$ cat src/rtl/ir_packet_encoder.sv
// ir_packet_encoder: emits one modulated IR remote-control packet per request.
// A packet is a start burst, a car-select burst and four command-bit bursts
// (right, left, backward, forward), each burst followed by a carrier-length gap.
// Burst lengths are counted in whole carrier periods.

module ir_packet_encoder #(
  parameter int CARRIER_HALF   = 1389,
  parameter int START_BURST    = 191,
  parameter int SEL_BURST      = 47,
  parameter int GAP            = 25,
  parameter int ASSERT_BURST   = 47,
  parameter int DEASSERT_BURST = 22
) (
  input  logic       CLK,
  input  logic       RESET_N,
  input  logic [3:0] COMMAND,
  input  logic       SEND_PACKET,
  output logic       IR_LED,
  output logic       BUSY
);

  function automatic int max_of(input int a, input int b);
    return (a > b) ? a : b;
  endfunction

  // Counter widths never shrink below the sizes needed by the default build,
  // and grow automatically if a larger parameter is ever used.
  localparam int LONGEST_BURST = max_of(max_of(max_of(START_BURST, SEL_BURST), GAP),
                                        max_of(ASSERT_BURST, DEASSERT_BURST));
  localparam int CW = max_of(12, $clog2(2 * CARRIER_HALF));
  localparam int PW = max_of(8, $clog2(LONGEST_BURST + 1));

  localparam logic [3:0] IDLE    = 4'd0;
  localparam logic [3:0] START   = 4'd1;
  localparam logic [3:0] GAP_S   = 4'd2;
  localparam logic [3:0] SEL     = 4'd3;
  localparam logic [3:0] GAP_SEL = 4'd4;
  localparam logic [3:0] RIGHT   = 4'd5;
  localparam logic [3:0] GAP_R   = 4'd6;
  localparam logic [3:0] LEFT    = 4'd7;
  localparam logic [3:0] GAP_L   = 4'd8;
  localparam logic [3:0] BACK    = 4'd9;
  localparam logic [3:0] GAP_B   = 4'd10;
  localparam logic [3:0] FWD     = 4'd11;
  localparam logic [3:0] GAP_F   = 4'd12;

  logic [3:0]    state;
  logic [3:0]    next_field;
  logic [3:0]    cmd_latched;
  logic [CW-1:0] carrier_cnt;
  logic [PW-1:0] period_cnt;
  logic [PW-1:0] state_len;
  logic          carrier_wrap;
  logic          last_period;
  logic          in_burst;

  // Fixed field order of a packet; the final gap returns to idle.
  always_comb begin
    next_field = IDLE;
    case (state)
      START:   next_field = GAP_S;
      GAP_S:   next_field = SEL;
      SEL:     next_field = GAP_SEL;
      GAP_SEL: next_field = RIGHT;
      RIGHT:   next_field = GAP_R;
      GAP_R:   next_field = LEFT;
      LEFT:    next_field = GAP_L;
      GAP_L:   next_field = BACK;
      BACK:    next_field = GAP_B;
      GAP_B:   next_field = FWD;
      FWD:     next_field = GAP_F;
      GAP_F:   next_field = IDLE;
      default: next_field = IDLE;
    endcase
  end

  // Length of the current field in carrier periods; command fields use the
  // bit captured at request time so a changing COMMAND cannot disturb a packet.
  always_comb begin
    state_len = PW'(GAP);
    case (state)
      START:   state_len = PW'(START_BURST);
      SEL:     state_len = PW'(SEL_BURST);
      RIGHT:   state_len = cmd_latched[0] ? PW'(ASSERT_BURST) : PW'(DEASSERT_BURST);
      LEFT:    state_len = cmd_latched[1] ? PW'(ASSERT_BURST) : PW'(DEASSERT_BURST);
      BACK:    state_len = cmd_latched[2] ? PW'(ASSERT_BURST) : PW'(DEASSERT_BURST);
      FWD:     state_len = cmd_latched[3] ? PW'(ASSERT_BURST) : PW'(DEASSERT_BURST);
      default: state_len = PW'(GAP);
    endcase
  end

  // Burst fields carry the modulated carrier; gaps and idle keep the LED dark.
  always_comb begin
    in_burst = 1'b0;
    case (state)
      START, SEL, RIGHT, LEFT, BACK, FWD: in_burst = 1'b1;
      default:                            in_burst = 1'b0;
    endcase
  end

  assign carrier_wrap = (carrier_cnt == CW'(2 * CARRIER_HALF - 1));
  assign last_period  = (period_cnt == state_len - PW'(1));

  // Sequencer: accept a request only in idle, then step through the fields,
  // counting carrier periods and advancing on the edge ending the last period.
  always_ff @(posedge CLK) begin
    if (!RESET_N) begin
      state       <= IDLE;
      cmd_latched <= 4'b0000;
      carrier_cnt <= '0;
      period_cnt  <= '0;
    end else if (state == IDLE) begin
      carrier_cnt <= '0;
      period_cnt  <= '0;
      if (SEND_PACKET) begin
        cmd_latched <= COMMAND;
        state       <= START;
      end
    end else begin
      if (carrier_wrap) begin
        carrier_cnt <= '0;
        if (last_period) begin
          state      <= next_field;
          period_cnt <= '0;
        end else begin
          period_cnt <= period_cnt + PW'(1);
        end
      end else begin
        carrier_cnt <= carrier_cnt + CW'(1);
      end
    end
  end

  // Registered outputs: LED is high for the first half of each carrier period
  // inside a burst; BUSY covers every non-idle state.
  always_ff @(posedge CLK) begin
    if (!RESET_N) begin
      IR_LED <= 1'b0;
      BUSY   <= 1'b0;
    end else begin
      IR_LED <= in_burst && (carrier_cnt < CW'(CARRIER_HALF));
      BUSY   <= (state != IDLE);
    end
  end

endmodule

$ cat config.mk
export PLATFORM = sky130hd
export DESIGN_NAME = ir_packet_encoder
export DESIGN_NICKNAME = d
export VERILOG_FILES = /design/src/rtl/ir_packet_encoder.sv
export SDC_FILE = /design/constraint.sdc
export NUM_CORES = 1
export LEC_CHECK = 0
export BUFFER_PORTS_ARGS = -buffer_cell sky130_fd_sc_hd__buf_2
export CELL_PAD_IN_SITES_DETAIL_PLACEMENT = 0
export CELL_PAD_IN_SITES_GLOBAL_PLACEMENT = 1
export CORE_MARGIN = 4
export CORE_UTILIZATION = 35
export DETAILED_ROUTE_END_ITERATION = 10
export PLACE_DENSITY_LB_ADDON = 0.1
export SYNTH_ARGS = -nofsm -noshare
export SYNTH_HDL_FRONTEND = slang
export SYNTH_SLANG_ARGS = --single-unit
$ cat constraint.sdc
create_clock -name CLK -period 4.23 [get_ports CLK]
set_input_delay 0.846 -clock CLK [delete_from_list [all_inputs] [get_ports CLK]]
set_output_delay 0.846 -clock CLK [all_outputs]
set_load 0.02 [all_outputs]
Word level (Yosys, flattened, before mapping):

Memories as Yosys holds them, arrays and structs flattened. A register that Yosys moved wholly into a read port is not among the register bits.
Cells that the tools add are included.

* bits in registers: 30
* memory bits (read-only): 64
* output and inout port bits: 2
* logic and storage cells: 44
* memories kept: 1

Memory list
* (no name shown): depth 16, bits a word 4, rd ports 1, clocked after Yosys merged registers in 1, write ports 0, line 60 `case (state)`

* add/subtract/negate cells: 3
* $lt $le $gt $ge: 1
* equality and inequality tests: 9
* multiplexer cells: 13
* bitwise logic cells: 1
* reductions and logical operators: 10

Operators with widths (number)
* $pmux W8 S6: 1
* $mux W4: 6
* $mux W6: 4
* $add A12 B1 Y12 const B: 1
* $eq A12 B12 Y1 const B: 1
* $lt A12 B11 Y1 const B: 1
* $add A8 B1 Y8 const B: 1
* $eq A4 B3 Y1 const B: 2
* $eq A4 B4 Y1 const B: 2
* $eq A8 B8 Y1: 1
* $mux W8: 1
* $sub A8 B1 Y8 const B: 1
* $reduce_or A6 Y1: 1
* $eq A4 B1 Y1 const B: 1
* $eq A4 B2 Y1 const B: 1
* $logic_not A4 Y1: 1
* $reduce_bool A2 Y1: 2
* $reduce_bool A4 Y1: 1
* $reduce_and A3 Y1: 1
* $reduce_or A3 Y1: 1
* $ne A2 B2 Y1 const B: 1
* $reduce_and A2 Y1: 1
* $reduce_or A2 Y1: 1
* $logic_and A1 B1 Y1: 1
* other kinds (2): 2

Depth between registers and ports, before layout:

* depth after elaboration: 9
* mapped depth: 11

Worst setup path after synthesis:

OpenSTA, ideal clock, no wires.

* path kind: reg-to-reg
* start point: register state[1]
* end point: register next_field[2] (netlist name)
* setup time: 0.123 ns
* arrival: 2.454 ns
* setup slack: 1.653 ns
* stages on the path, launching flop included: 12
* clock period less this slack: 2.577 ns
* path through: dfxtp_1 > buf_2 > mux2i_1 > and4_1 > nor4_1 > nor4b_4 > nand3_2 > mux2i_1 > nor2b_1 > ha_1 > nor3b_1 > mux2_1

* longest elaborated chain between the ends: 8

Ends and longest elaborated chain
* start: declaration: line 47 `logic [3:0] state;`
* start signal: assignment: line 123 `state <= next_field;`
* $eq A4 B4 Y1, or another cell as far along: line 81 `case (state)`
* $pmux W8 S6: line 81
* $sub A8 B1 Y8: line 102 `assign last_period = (period_cnt == state_len - PW'(1));`
* $eq A8 B8 Y1: line 102
* $reduce_bool A2 Y1 (no source line)
* $reduce_and A3 Y1 (no source line)
* $mux W4 (no source line) (*) (2 in series)

Mark *: on every way between the ends. The rest lies on a longest branch, timed or not.
A chain may end at the register's enable or synchronous reset.

Worst setup path in the final report:

* start point: register state[0]
* end point: register next_field[2] (netlist name)

* longest elaborated chain between the ends: 8

Ends and longest elaborated chain (line)
* $eq A4 B4 Y1, or another cell as far along: 81
* $pmux W8 S6: 81
* $sub A8 B1 Y8: 102
* $eq A8 B8 Y1: 102
* $reduce_bool A2 Y1 (no source line)
* $reduce_and A3 Y1 (no source line)
* $mux W4 (no source line) (*) (2 in series)

Marks and branches as above.

==> flow_summary_export.csv <==
group,metric,value,unit
routing,dr.pass1.iters,4,
layout,multi_input_area,0.00110,sq mm
logic_synthesis,synth_edf_count,0,
floorplanning,start_util,0.363,
logic_synthesis,synth_top_family_by_area,"simple AND/OR/NAND/NOR gates",
timing,finalHoldViolCount,0,
pwr,finalPower,739,uW
layout,area_delta_synth_final,13.2,%
timing,max_slew_margin,0.662,
routing,drcViolationCount,0,
layout,fillers,558,
logic_synthesis,synth_area_leaders,"dfxtp_1 37%, xor2_1 6.6%, mux2i_1 5.9%",
logic_synthesis,yosys.area_share.adder,0.0473,
logic_synthesis,syn_area,0.00185,sq mm
timing,fin_setup_tns,0,ns
routing,wl_per_cell,13.1,um
global_routing,grt_pass1_wl,6.59,mm
cts,cts.sinks,34,
min_path,hp-class,"flop to flop",
setup_path,cpPeakStageDelay,0.50,ns
floorplanning,dieWidth,80.7,um
placed_design,numPortBuffers,8,
routing,drt_iter0_drc,67,
setup_path,crit_path_max_fanout,10,
timing,final.min_clock_period,2.99,ns
routing,route.met2.wl,1.73,mm
cts,cts_made_buffers,5,
layout,seqCellArea,681,sq um
global_routing,overflow,0,
setup_path,crit_slowest_cell,"dfxtp_1",
floorplanning,dieArea,0.00652,sq mm
logic_synthesis,syn_avg_cell_area,8.82,sq um
logic_synthesis,synth_xor_area_frac,0.0946,
pwr,p_leak,0.804,nW
logic_synthesis,synthArstFlopShare,0,
logic_synthesis,synth.distinct_cells,43,
pwr,switching_share,0.199,
pwr,vdd_drop_max,0.130,mV
timing,max_freq,0.335,GHz
global_routing,antenna_found_initial,0,
cts,cts-resized-gates,0,
layout,drive_gt1_frac,0.109,
global_routing,grt_max_degree,19,
setup_path,critPathArrivalTime,3.16,ns
pwr,combinationalPowerShare,0.048,
floorplanning,design.portCount,9,
logic_synthesis,synth-main-ff-cell,"dfxtp_1",
logic_synthesis,yosysSeqAreaShare,0.368,
cts,h-tree-depth,2,
floorplanning,rows,26,
layout,nets,233,
cts,cts-root-buf,"clkbuf_8",
pwr,powerDensity,353,mW/mm^2
cts,cts_setup_buffers,0,
routing,wl_met1,1.82,mm
routing,vias_per_cell,4.94,
timing,finalSetupViolCount,0,
setup_path,path_buf_inv,0,
routing,route.met3.wl,178,um
placed_design,gp_routability_congestion,0.751,
logic_synthesis,synth_top_area_frac,0.368,
timing,fin_skew,0.00266,ns
timing,tightest_slew,0.502,ns
floorplanning,core_area,0.00511,sq mm
layout,fin_cells,290,
setup_path,crit_required,4.40,ns
logic_synthesis,yosysMostFrequentCell,"dfxtp_1",
logic_synthesis,synth.ff_latch_count,34,
logic_synthesis,synth_warnings,0,
routing,routed.top_layer,"met4",
pwr,p_int,592,uW
logic_synthesis,yosys.area.top_type,"dfxtp_1",
cts,clk-insertion-delay-late,0.29,ns
timing,rsz0062_at_grt,"false",
timing,fin_crit_sh,0.706,
logic_synthesis,syn_nets,224,
setup_path,startpoint_type,"flop",
timing,finalMaxSlewViolations,0,
placed_design,placed_cells,282,
logic_synthesis,synth-simple-area-share,0.279,
cts,cts.clk_slew.worst_paths,0.07,ns
logic_synthesis,synthMuxAreaShare,0.0838,
run_status,status,"complete, no violations",
setup_path,worstPathCellList,"nand2b_1 -> a211oi_1 -> nor4_1 -> nor4b_4 -> nand3_2 -> mux2i_1 -> nor2b_1 -> ha_1 -> nor3b_1 -> mux2_1",
global_routing,grt_usage,0.132,
logic_synthesis,synth_cells,210,
pwr,clockPowerShare,0.504,
pwr,pwr-share-seq,0.449,
routing,wirelength,3.79,mm
placed_design,hpwl,2.87,mm
cts,clock_path_buffers,2,
setup_path,crit_family,"simple AND/OR/NAND/NOR gates",
setup_path,worst-setup-path-type,"flop to flop",
floorplanning,die_h,80.7,um
pwr,p_switching,147,uW
global_routing,grt_pass1_vias,1389,
logic_synthesis,synth_compound_area_frac,0.0912,
logic_synthesis,ys_top_cells_by_count,"34 x dfxtp_1, 25 x nor2_1, 18 x nand2_1",
cts,hold_buffers,0,
layout,n_antenna_cell,0,
routing,ant_nets,0,
cts,cts_tree,"built",
flow_run,cap_violations,0,
routing,vias,1434,
setup_path,worstSetupEndpointType,"flop",
-- cell usage in the layout (no fill, tap or decap), types with 2 or more instances in the layout --
| master | netlist | final |
|---|---|---|
| o211ai_1 | 2 | 2 |
| and3_1 | 5 | 5 |
| bufinv_16 | 0 | 2 |
| o211a_1 | 2 | 2 |
| ha_1 | 7 | 7 |
| nand3_1 | 8 | 8 |
| nor2b_1 | 7 | 7 |
| mux2i_1 | 11 | 11 |
| xor2_1 | 14 | 14 |
| xnor2_1 | 6 | 6 |
| nand4b_1 | 3 | 3 |
| nand2_1 | 18 | 18 |
| inv_1 | 9 | 9 |
| nand4_1 | 6 | 6 |
| nor2_1 | 25 | 25 |
| nor3b_1 | 2 | 2 |
| a21oi_1 | 6 | 6 |
| a21boi_0 | 2 | 2 |
| nand2b_1 | 9 | 9 |
| a211oi_1 | 3 | 3 |
| o21ai_0 | 4 | 4 |
| clkbuf_8 | 0 | 6 |
| dfxtp_1 | 34 | 34 |
| buf_2 | 3 | 8 |
| nor3_1 | 2 | 2 |
| nand3b_1 | 2 | 2 |
-- per-layer routing --
metal | GRT usage | vias to the layer above
met4 | 0.0456 | 0
met1 | 0.175 | 663
met3 | 0.0399 | 5
met5 | 0 | -
li1 | - | 738
met2 | 0.204 | 28
-- state kept, by name, summed over array words and instances, names as in the netlist --
signal       flops
state            4
BUSY             1
cmd_latched      4
carrier_cnt     12
next_field       4
period_cnt       8
IR_LED           1
-- through the flow --
stage               utilization  hold slack [ns]  setup slack, ns  area (sq um)
global placement          0.382            0.480             1.40          1950
CTS                       0.410            0.511             1.24          2100
floorplan                     -            0.452             1.65          1850
global route              0.410            0.551            0.933          2100
finish                    0.410            0.510             1.24          2100
detailed placement        0.382            0.491             1.26          1950
-- cell families (layout without fill, tap and decap cells) --
kind of cell | count (synthesis) | in the layout
buf+inv | 16 | 26
compound gates | 24 | 24
fa+ha+maj | 7 | 7
simple gates | 95 | 95
flops | 34 | 34
xor+xnor | 20 | 20
mux | 14 | 14
-- area by class of cell --
| class | count | share of cell area |
|---|---|---|
| clock inverter | 2 | 0.0287 |
| tap | 70 | 0.0418 |
| timing repair buffer | 9 | 0.0227 |
| sequential | 34 | 0.325 |
| clock buffer | 6 | 0.0394 |
| multi-input combinational | 160 | 0.527 |
| inverter | 9 | 0.0161 |
-- path summary, 6_finish.rpt --
check,to,from,slack (ns),cells after the start
hold reg to reg,carrier_cnt[0]$_SDFF_PP0_,carrier_cnt[0]$_SDFF_PP0_,0.51,1
setup / recovery,next_field[2]$_DFF_P_,state[0]$_SDFFE_PN0N_,1.24,10
setup reg to reg,next_field[2]$_DFF_P_,state[0]$_SDFFE_PN0N_,1.24,10
hold / removal,carrier_cnt[0]$_SDFF_PP0_,carrier_cnt[0]$_SDFF_PP0_,0.51,1
-- power by group through the flow --
stage	registers [mW]	clock network, mW	logic (mW)
after floorplan	0.337	0	0.0266
after global placement	0.339	0	0.0344
after detailed placement	0.339	0	0.0355
after CTS	0.331	0.385	0.0356
after global routing	0.332	0.403	0.0394
final	0.331	0.372	0.0353
No activity file was read; power rests on OpenSTA's default activity.
